<file path="src/rtl/step_counter_sequencer.sv">
// rtl/step_counter_sequencer.sv - queued command sequencer driving a 4-bit step counter's control pins
module step_counter_sequencer #(
    parameter int FIFO_DEPTH = 4,
    parameter int PTR_W      = 2
) (
    input  logic             clk,
    input  logic             reset,
    input  logic             cmd_valid,
    output logic             cmd_ready,
    input  logic [1:0]       cmd_op,
    input  logic [3:0]       cmd_arg,
    output logic             ctr_load,
    output logic             ctr_count_en,
    output logic [1:0]       ctr_c,
    output logic [3:0]       ctr_data,
    input  logic [3:0]       ctr_count,
    output logic             busy,
    output logic             done,
    output logic [3:0]       result,
    output logic [PTR_W:0]   q_level
);

    localparam logic [1:0] OP_STEP3 = 2'b00;
    localparam logic [1:0] OP_STEP1 = 2'b01;
    localparam logic [1:0] OP_LOAD  = 2'b10;
    localparam logic [1:0] OP_HOLD  = 2'b11;

    localparam logic [1:0] S_IDLE   = 2'd0;
    localparam logic [1:0] S_ISSUE  = 2'd1;
    localparam logic [1:0] S_SETTLE = 2'd2;
    localparam logic [1:0] S_REPORT = 2'd3;

    localparam logic [PTR_W:0] DEPTH_Q = (PTR_W+1)'(FIFO_DEPTH);

    logic [5:0]       q_mem [FIFO_DEPTH];
    logic [PTR_W-1:0] wr_ptr;
    logic [PTR_W-1:0] rd_ptr;
    logic             push;
    logic             pop;
    logic [1:0]       head_op;
    logic [3:0]       head_arg;

    logic [1:0]       state;
    logic [1:0]       cur_op;
    logic [3:0]       rem;

    assign cmd_ready = (q_level < DEPTH_Q);
    assign push      = cmd_valid && cmd_ready;
    assign pop       = (state == S_IDLE) && (q_level != '0);
    assign head_op   = q_mem[rd_ptr][5:4];
    assign head_arg  = q_mem[rd_ptr][3:0];
    assign busy      = (state != S_IDLE) || (q_level != '0);

    always_ff @(posedge clk) begin
        if (push) begin
            q_mem[wr_ptr] <= {cmd_op, cmd_arg};
        end
    end

    always_ff @(posedge clk or negedge reset) begin
        if (!reset) begin
            wr_ptr  <= '0;
            rd_ptr  <= '0;
            q_level <= '0;
        end else begin
            if (push) begin
                wr_ptr <= wr_ptr + (PTR_W)'(1);
            end
            if (pop) begin
                rd_ptr <= rd_ptr + (PTR_W)'(1);
            end
            case ({push, pop})
                2'b10:   q_level <= q_level + (PTR_W+1)'(1);
                2'b01:   q_level <= q_level - (PTR_W+1)'(1);
                default: q_level <= q_level;
            endcase
        end
    end

    // Control pins are set on the edge entering the cycle they apply to, so the
    // counter samples them at the edge that ends that cycle.
    always_ff @(posedge clk or negedge reset) begin
        if (!reset) begin
            state        <= S_IDLE;
            cur_op       <= OP_STEP3;
            rem          <= '0;
            ctr_load     <= 1'b0;
            ctr_count_en <= 1'b0;
            ctr_c        <= 2'b00;
            ctr_data     <= '0;
            done         <= 1'b0;
            result       <= '0;
        end else begin
            done <= 1'b0;
            case (state)
                S_IDLE: begin
                    if (pop) begin
                        cur_op <= head_op;
                        rem    <= head_arg;
                        if (head_op == OP_LOAD) begin
                            ctr_load <= 1'b1;
                            ctr_data <= head_arg;
                            state    <= S_ISSUE;
                        end else if (head_arg != 4'd0) begin
                            // Op encoding for STEP3/STEP1/HOLD matches the counter's c code.
                            ctr_count_en <= 1'b1;
                            ctr_c        <= head_op;
                            state        <= S_ISSUE;
                        end else begin
                            state <= S_SETTLE;
                        end
                    end
                end
                S_ISSUE: begin
                    if (cur_op == OP_LOAD) begin
                        ctr_load <= 1'b0;
                        ctr_data <= '0;
                        state    <= S_SETTLE;
                    end else begin
                        rem <= rem - 4'd1;
                        if (rem == 4'd1) begin
                            ctr_count_en <= 1'b0;
                            ctr_c        <= 2'b00;
                            state        <= S_SETTLE;
                        end
                    end
                end
                S_SETTLE: begin
                    result <= ctr_count;
                    done   <= 1'b1;
                    state  <= S_REPORT;
                end
                S_REPORT: begin
                    state <= S_IDLE;
                end
                default: begin
                    state <= S_IDLE;
                end
            endcase
        end
    end

endmodule

</file>
<file path="config.mk">
export PLATFORM = sky130hd
export DESIGN_NAME = step_counter_sequencer
export DESIGN_NICKNAME = d
export VERILOG_FILES = /design/src/rtl/step_counter_sequencer.sv
export SDC_FILE = /design/constraint.sdc
export NUM_CORES = 1
export LEC_CHECK = 0
export ABC_AREA = 1
export CAP_MARGIN = 20
export CELL_PAD_IN_SITES_DETAIL_PLACEMENT = 0
export CELL_PAD_IN_SITES_GLOBAL_PLACEMENT = 2
export CORE_ASPECT_RATIO = 0.5
export CORE_MARGIN = 3
export CORE_UTILIZATION = 30
export DETAILED_ROUTE_END_ITERATION = 8
export HOLD_SLACK_MARGIN = 0.03
export PLACE_DENSITY_LB_ADDON = 0.1
export RECOVER_POWER = 25
export SLEW_MARGIN = 20
export SYNTH_ARGS = -nofsm -noshare
export SYNTH_HDL_FRONTEND = slang
export SYNTH_SLANG_ARGS = --single-unit
</file>
<file path="constraint.sdc">
create_clock -name clk -period 2.8 [get_ports clk]
set_input_delay 0.84 -clock clk [delete_from_list [all_inputs] [get_ports clk]]
set_output_delay 0.84 -clock clk [all_outputs]
set_load 0.01 [all_outputs]
</file>
Yosys cells after proc, flatten, opt, wreduce, memory -nomap -nowiden

Memory sizes are Yosys's and may differ from the RTL's.
Index checks and enable logic that the tools add are counted.

Bits in registers: 28
Latch bits: 0
Bits in writable memories: 24
Memory bits (read-only): 0
Input port bits: 13
Output and inout bits: 18
Word-level logic and storage cells: 82
Memories: 1

Add/subtract/negate cells: 5
Multiply operators: 0
Divide/modulo/power cells: 0
$lt $le $gt $ge: 1
Eq/ne operators: 16
Shift operators: 0
Mux-type cells: 33
Bitwise gates (word level): 0
Reduce and logical (&&, ||, !) cells: 14

Memory list:

| memory | depth | width | rd ports | clocked after Yosys merged registers in | wr ports | RTL line | source |
|---|---|---|---|---|---|---|---|
| q_mem  | 4     | 6     | 1        | 0                                       | 1        | 35       | `logic [5:0] q_mem [FIFO_DEPTH];` |

Operators with widths:

| operator                                              | number |
|---|---|
| 2-to-1 mux 2 bit                                      | 10 |
| 2-to-1 mux 4 bit                                      | 5 |
| case mux 4 bit (2 select lines)                       | 2 |
| 2-to-1 mux 1 bit                                      | 11 |
| equality test 2 bit, second input constant            | 5 |
| inequality test 2 bit, second input constant          | 5 |
| case mux 2 bit (4 select lines)                       | 1 |
| case mux 3 bit (2 select lines)                       | 1 |
| AND reduction 6 bit                                   | 1 |
| nonzero test 2 bit                                    | 3 |
| adder 2 x 1 -> 2 bit, second input constant           | 2 |
| equality test 2 x 1 -> 1 bit, second input constant   | 2 |
| equality test 4 x 1 -> 1 bit, second input constant   | 1 |
| inequality test 2 x 1 -> 1 bit, second input constant | 2 |
| case mux 1 bit (2 select lines)                       | 2 |
| case mux 2 bit (2 select lines)                       | 1 |
| AND reduction 2 bit                                   | 2 |
| AND reduction 4 bit                                   | 1 |
| nonzero test 4 bit                                    | 1 |
| subtractor 4 x 1 -> 4 bit, second input constant      | 1 |
| adder 3 x 1 -> 3 bit, second input constant           | 1 |
| < comparator 3 bit, second input constant             | 1 |
| inequality test 3 bit, second input constant          | 1 |
| AND reduction 3 bit                                   | 1 |
| other kinds (5)                                       | 6 |

Longest topological paths before layout

An unclocked memory read counts as a cell.

Depth after elaboration: 6
Depth in mapped cells: 11
Depth with buffers taken out: 10

Worst setup path after synthesis

Ideal clock, no wire load.

Kind: in2reg
Start: in cmd_valid
End: reg q_level[2]
Library setup time: 131 ps
Arrival time: 1971 ps
Data required time: 2669 ps
Path slack: 698 ps
Cell stages on the path: 7
Buffers on the path: 0
Path through: nand2_1 > ha_1 > inv_1 > fa_1 > a21oi_1 > o21ai_0 > xor2_1

Longest elaborated chain between the ends: 3
Elaborated cells between the ends (all ways): 5
Those cells by class: eq/ne (2); mux (1); reduce/logical (2)

Ends and longest elaborated chain:

| item                                                                  | RTL line | source |
|---|---|---|
| start: declaration                                                    | 8        | `input logic cmd_valid,` |
| logical AND 1 bit *                                                   | 48       | `assign push = cmd_valid && cmd_ready;` |
| equality test 2 x 1 -> 1 bit or equality test 2 bit (tied branches)   | 72       | `case ({push, pop})` |
| case mux 3 bit (2 select lines) or nonzero test 2 bit (tied branches) | --       |  |
| end signal: assignment                                                | 73       | `2'b10: q_level <= q_level + (PTR_W+1)'(1);` |
| end signal: assignment                                                | 74       | `2'b01: q_level <= q_level - (PTR_W+1)'(1);` |
| end signal: assignment                                                | 75       | `default: q_level <= q_level;` |
| end: declaration                                                      | 20       | `output logic [PTR_W:0] q_level` |

Mark *: on every way between the ends. The rest lies on a longest branch, timed or not.
A chain may end at the register's enable or synchronous reset.

Worst setup path in the final report

Start: reg state[0]
End: out busy

Longest elaborated chain between the ends: 2

Ends and longest elaborated chain:

| item                     | RTL line | source |
|---|---|---|
| start: declaration       | 43       | `logic [1:0] state;` |
| start signal: assignment | 84       | `state <= S_IDLE;` |
| start signal: assignment | 103      | `state <= S_ISSUE;` |
| start signal: assignment | 108      | `state <= S_ISSUE;` |
| nonzero test 2 bit       | 52       | `assign busy = (state != S_IDLE) \|\| (q_level != '0);` |
| logical OR 1 bit         | 52       |  |
| end: declaration         | 17       | `output logic busy,` |

Every way passes these cells.

==> results.md <==
* Status: finished clean
* PD cells at 1186 nW/µm²
* Routed wire length at 4802 µm
* FILL cells at 765
* Complex-gate fraction of the synthesized area at 0.05752
* Post-CTS setup repair buffer count at 0
* IO Port Bufs at 30
* Vias in the first global route at 1649
* CTS tree: done
* Core Footprint at 7487 µm²
* Final TNS setup at 0 ps
* Max Root-Sink Buffers at 2
* Ys flop type: dfrtp_1
* RSZ-0062 raised after global routing: no
* Fin util at 0.3922
* Top-area cell type share of the netlist area at 0.3040
* Register area share after synthesis at 0.5995
* Vias per cell at 4.345
* Simple-Gate Fraction of Synth Area at 0.2069
* MaxCap Viol Count at 0
* Multiplexer share of the synthesized area at 0
* Tcrit/Tclk final at 0.9337
* WHS Endpoint: result[3]
* Number of buffers created by CTS at 5
* Via Count at 1651
* Crit Path Category: flop to output port
* Final-report setup violation count at 0
* VDD IR-drop max at 0.3172 mV
* Hold Violations, Final at 0
* Post-Synthesis Cells at 237
* Critical path arrival at 1770 ps
* DRT Pass-1 Iters at 4
* Post-Syn Nets at 261
* Worst R2R Path Depth at 10
* Gpl congestion at 0.7111
* Max-slew headroom at 0.5031
* Final nets at 295
* Int Power at 0.002065 W
* Worst hold stages at 2
* Clock-pin slew on the worst setup and hold paths at 70 ps
* Synth warn at 0
* Tmin final at 2614 ps
* Crit Path Max Fanout at 8
* Pins Over Slew Limit at 0
* Post-route DRC at 0
* GRT Total Usage at 0.1179
* Switching power at 0.001418 W
* Worst Skew at 6.049 ps
* Pin count of the biggest net entering global routing at 29
* Yosys reg bits at 52
* GRT overflow at 0
* Xor/xnor share of the synthesized area at 0.02216
* Worst r2r dst: q_level[2]
* Synth Area in Adders at 0.06121
* I/O Pins at 31
* Area delta synth->final at 23.85%
* Initial core utilization at 0.3167
* CTS resizes at 0
* H-Tree Depth at 2
* Initial antenna violation count at 0
* Row Count at 22
* Largest incremental delay on the critical path at 520 ps
* Clk Latency, worst-skew pair at 290 ps
* Multi-input gate area at 827.0 µm²
* Clk root buf: clkbuf_16
* Top cells by count, synth: 67 x nand2_1, 28 x dfrtp_1, 24 x edfxtp_1, 23 x inv_1, 20 x nand3_1
* Antenna-violating nets left at 0
* Achievable frequency at 382.5 MHz
* Min-delay src: result[3]
* Largest cells by area after synthesis: edfxtp_1 30%, dfrtp_1 30%, nand2_1 11%
* Cell with the most instances after synthesis: nand2_1
* Worst-Margin Slew at 745.4 ps
* Die area at 9071 µm²
* Netlist cell types at 26
* Largest family of logic cells by synthesized area: simple AND/OR/NAND/NOR gates
* Crit. End Element: output port
* Worst-path cell chain: inv_1 > ha_2 > nand4_1 > clkdlybuf4s50_1
* CTS sink cnt at 52
* Leading area contributor after synthesis: edfxtp_1
* Startpoint types: flop
* DRT iter0 DRCs at 60
* Worst r2r src: state[0]
* Number of synthesized flops with an enable pin at 24
* WL per Instance at 12.64 µm
* Die height at 68.87 µm
* Avg Cell Area, Syn at 10.00 µm²
* Sw frac at 0.4073
* HP Class: flop to flop
* P_leak at 1.268 nW
* Clk network pwr share at 0.177
* Crit-path slowest cell: clkdlybuf4s50_1
* Hold-fix buffers at CTS at 0
* Sequential power share at 0.359
* Die width at 131.7 µm
* Ant diodes at 0
* Post-synth ARST share at 0.5385
* Layout cell share with drive strength beyond 1 at 0.07353
* Detailed Place HPWL at 3590 µm
* FF-to-FF setup slack at 670 ps
* Comb pwr share at 0.464
* First-pass GRT wire length at 8211 µm
* Reg area at 1421 µm²
* Req. time, crit path at 1960 ps
* Mapped Area at 2371 µm²
[cell type report]
type                       count  share of cell area
timing repair buffer          32              0.1065
inverter                      25             0.03196
tap                          108             0.04602
sequential                    52              0.4840
multi-input combinational    155              0.2816
clock inverter                 3            0.007243
clock buffer                   5             0.04261
[worst max-delay path by stage]
stage,start,slack [ps],cells past startpoint,end
after floorplan,cmd_valid,700,7,q_level[2]
after CTS,state[0],60,4,busy
final,state[0],190,4,busy
after global routing,state[0],30,4,busy
after detailed placement,cmd_valid,350,8,q_level[2]
after global placement,cmd_valid,390,8,q_level[2]
[power groups by stage]
stage               clock (W)  sequential [W]  combinational (W)
detailed placement          0         0.00127            0.00164
global route         0.000669         0.00129            0.00188
CTS                  0.000642         0.00125            0.00164
floorplan                   0         0.00126            0.00109
finish               0.000616         0.00125            0.00162
global placement            0         0.00127            0.00163
[layout by cell type, fill, tap and decap left out, drive strengths merged, types with 5 or more instances in the layout]
| cell type | instances |
|---|---|
| a21oi | 6 |
| ha | 10 |
| clkdlybuf4s50 | 24 |
| nor2 | 16 |
| xor2 | 5 |
| clkbuf | 6 |
| dlygate4sd3 | 6 |
| inv | 26 |
| nand3 | 22 |
| edfxtp | 24 |
| nand2 | 70 |
| dfrtp | 28 |
| o21ai | 16 |
[critical path: cells and delay by family (launching register included)]
family,cells,cell delay [ps]
flip-flops,1,380
AND/OR/NAND/NOR,1,180
buffers and inverters,2,630
adder cells (fa/ha/maj),1,300
[metal layers]
layer | share of wire | up-vias | wire [µm] | GRT usage
met3 | 0.051 | 8 | 244 | 0.04058
met4 | 0.016 | 0 | 78 | 0.04319
met2 | 0.40 | 28 | 1919 | 0.1782
met1 | 0.53 | 774 | 2560 | 0.1590
met5 | 0 | - | 0 | 0
li1 | - | 841 | - | -
[state kept, by name (all words and copies together) (netlist names)]
register	cells
cur_op	2
ctr_count_en	1
q_mem	24
ctr_load	1
ctr_data	4
ctr_c	2
result	4
rem	4
wr_ptr	2
rd_ptr	2
done	1
state	2
q_level	3
[cell families after synthesis]
family | Yosys count
and+or+nand+nor | 113
AOI/OAI and AO/OA | 25
DFF | 52
xor gates and xnor gates | 6
buffers and inverters | 30
adders and majority gates | 11
[stage by stage]
stage               instances  instance area (µm²)  power, W  hold WS (ps)  setup WS (ps)
floorplan                 237                 2371  0.002351         453.0          697.7
detailed placement        372                 2790  0.002905         459.9          354.9
global placement          372                 2790  0.002898         454.3          385.6
CTS                       380                 2937  0.003537         476.1          59.47
global route              380                 2937  0.003835         486.3          34.08
finish                    380                 2937  0.003483         472.0          185.7
No activity file was read; power rests on OpenSTA's default activity.
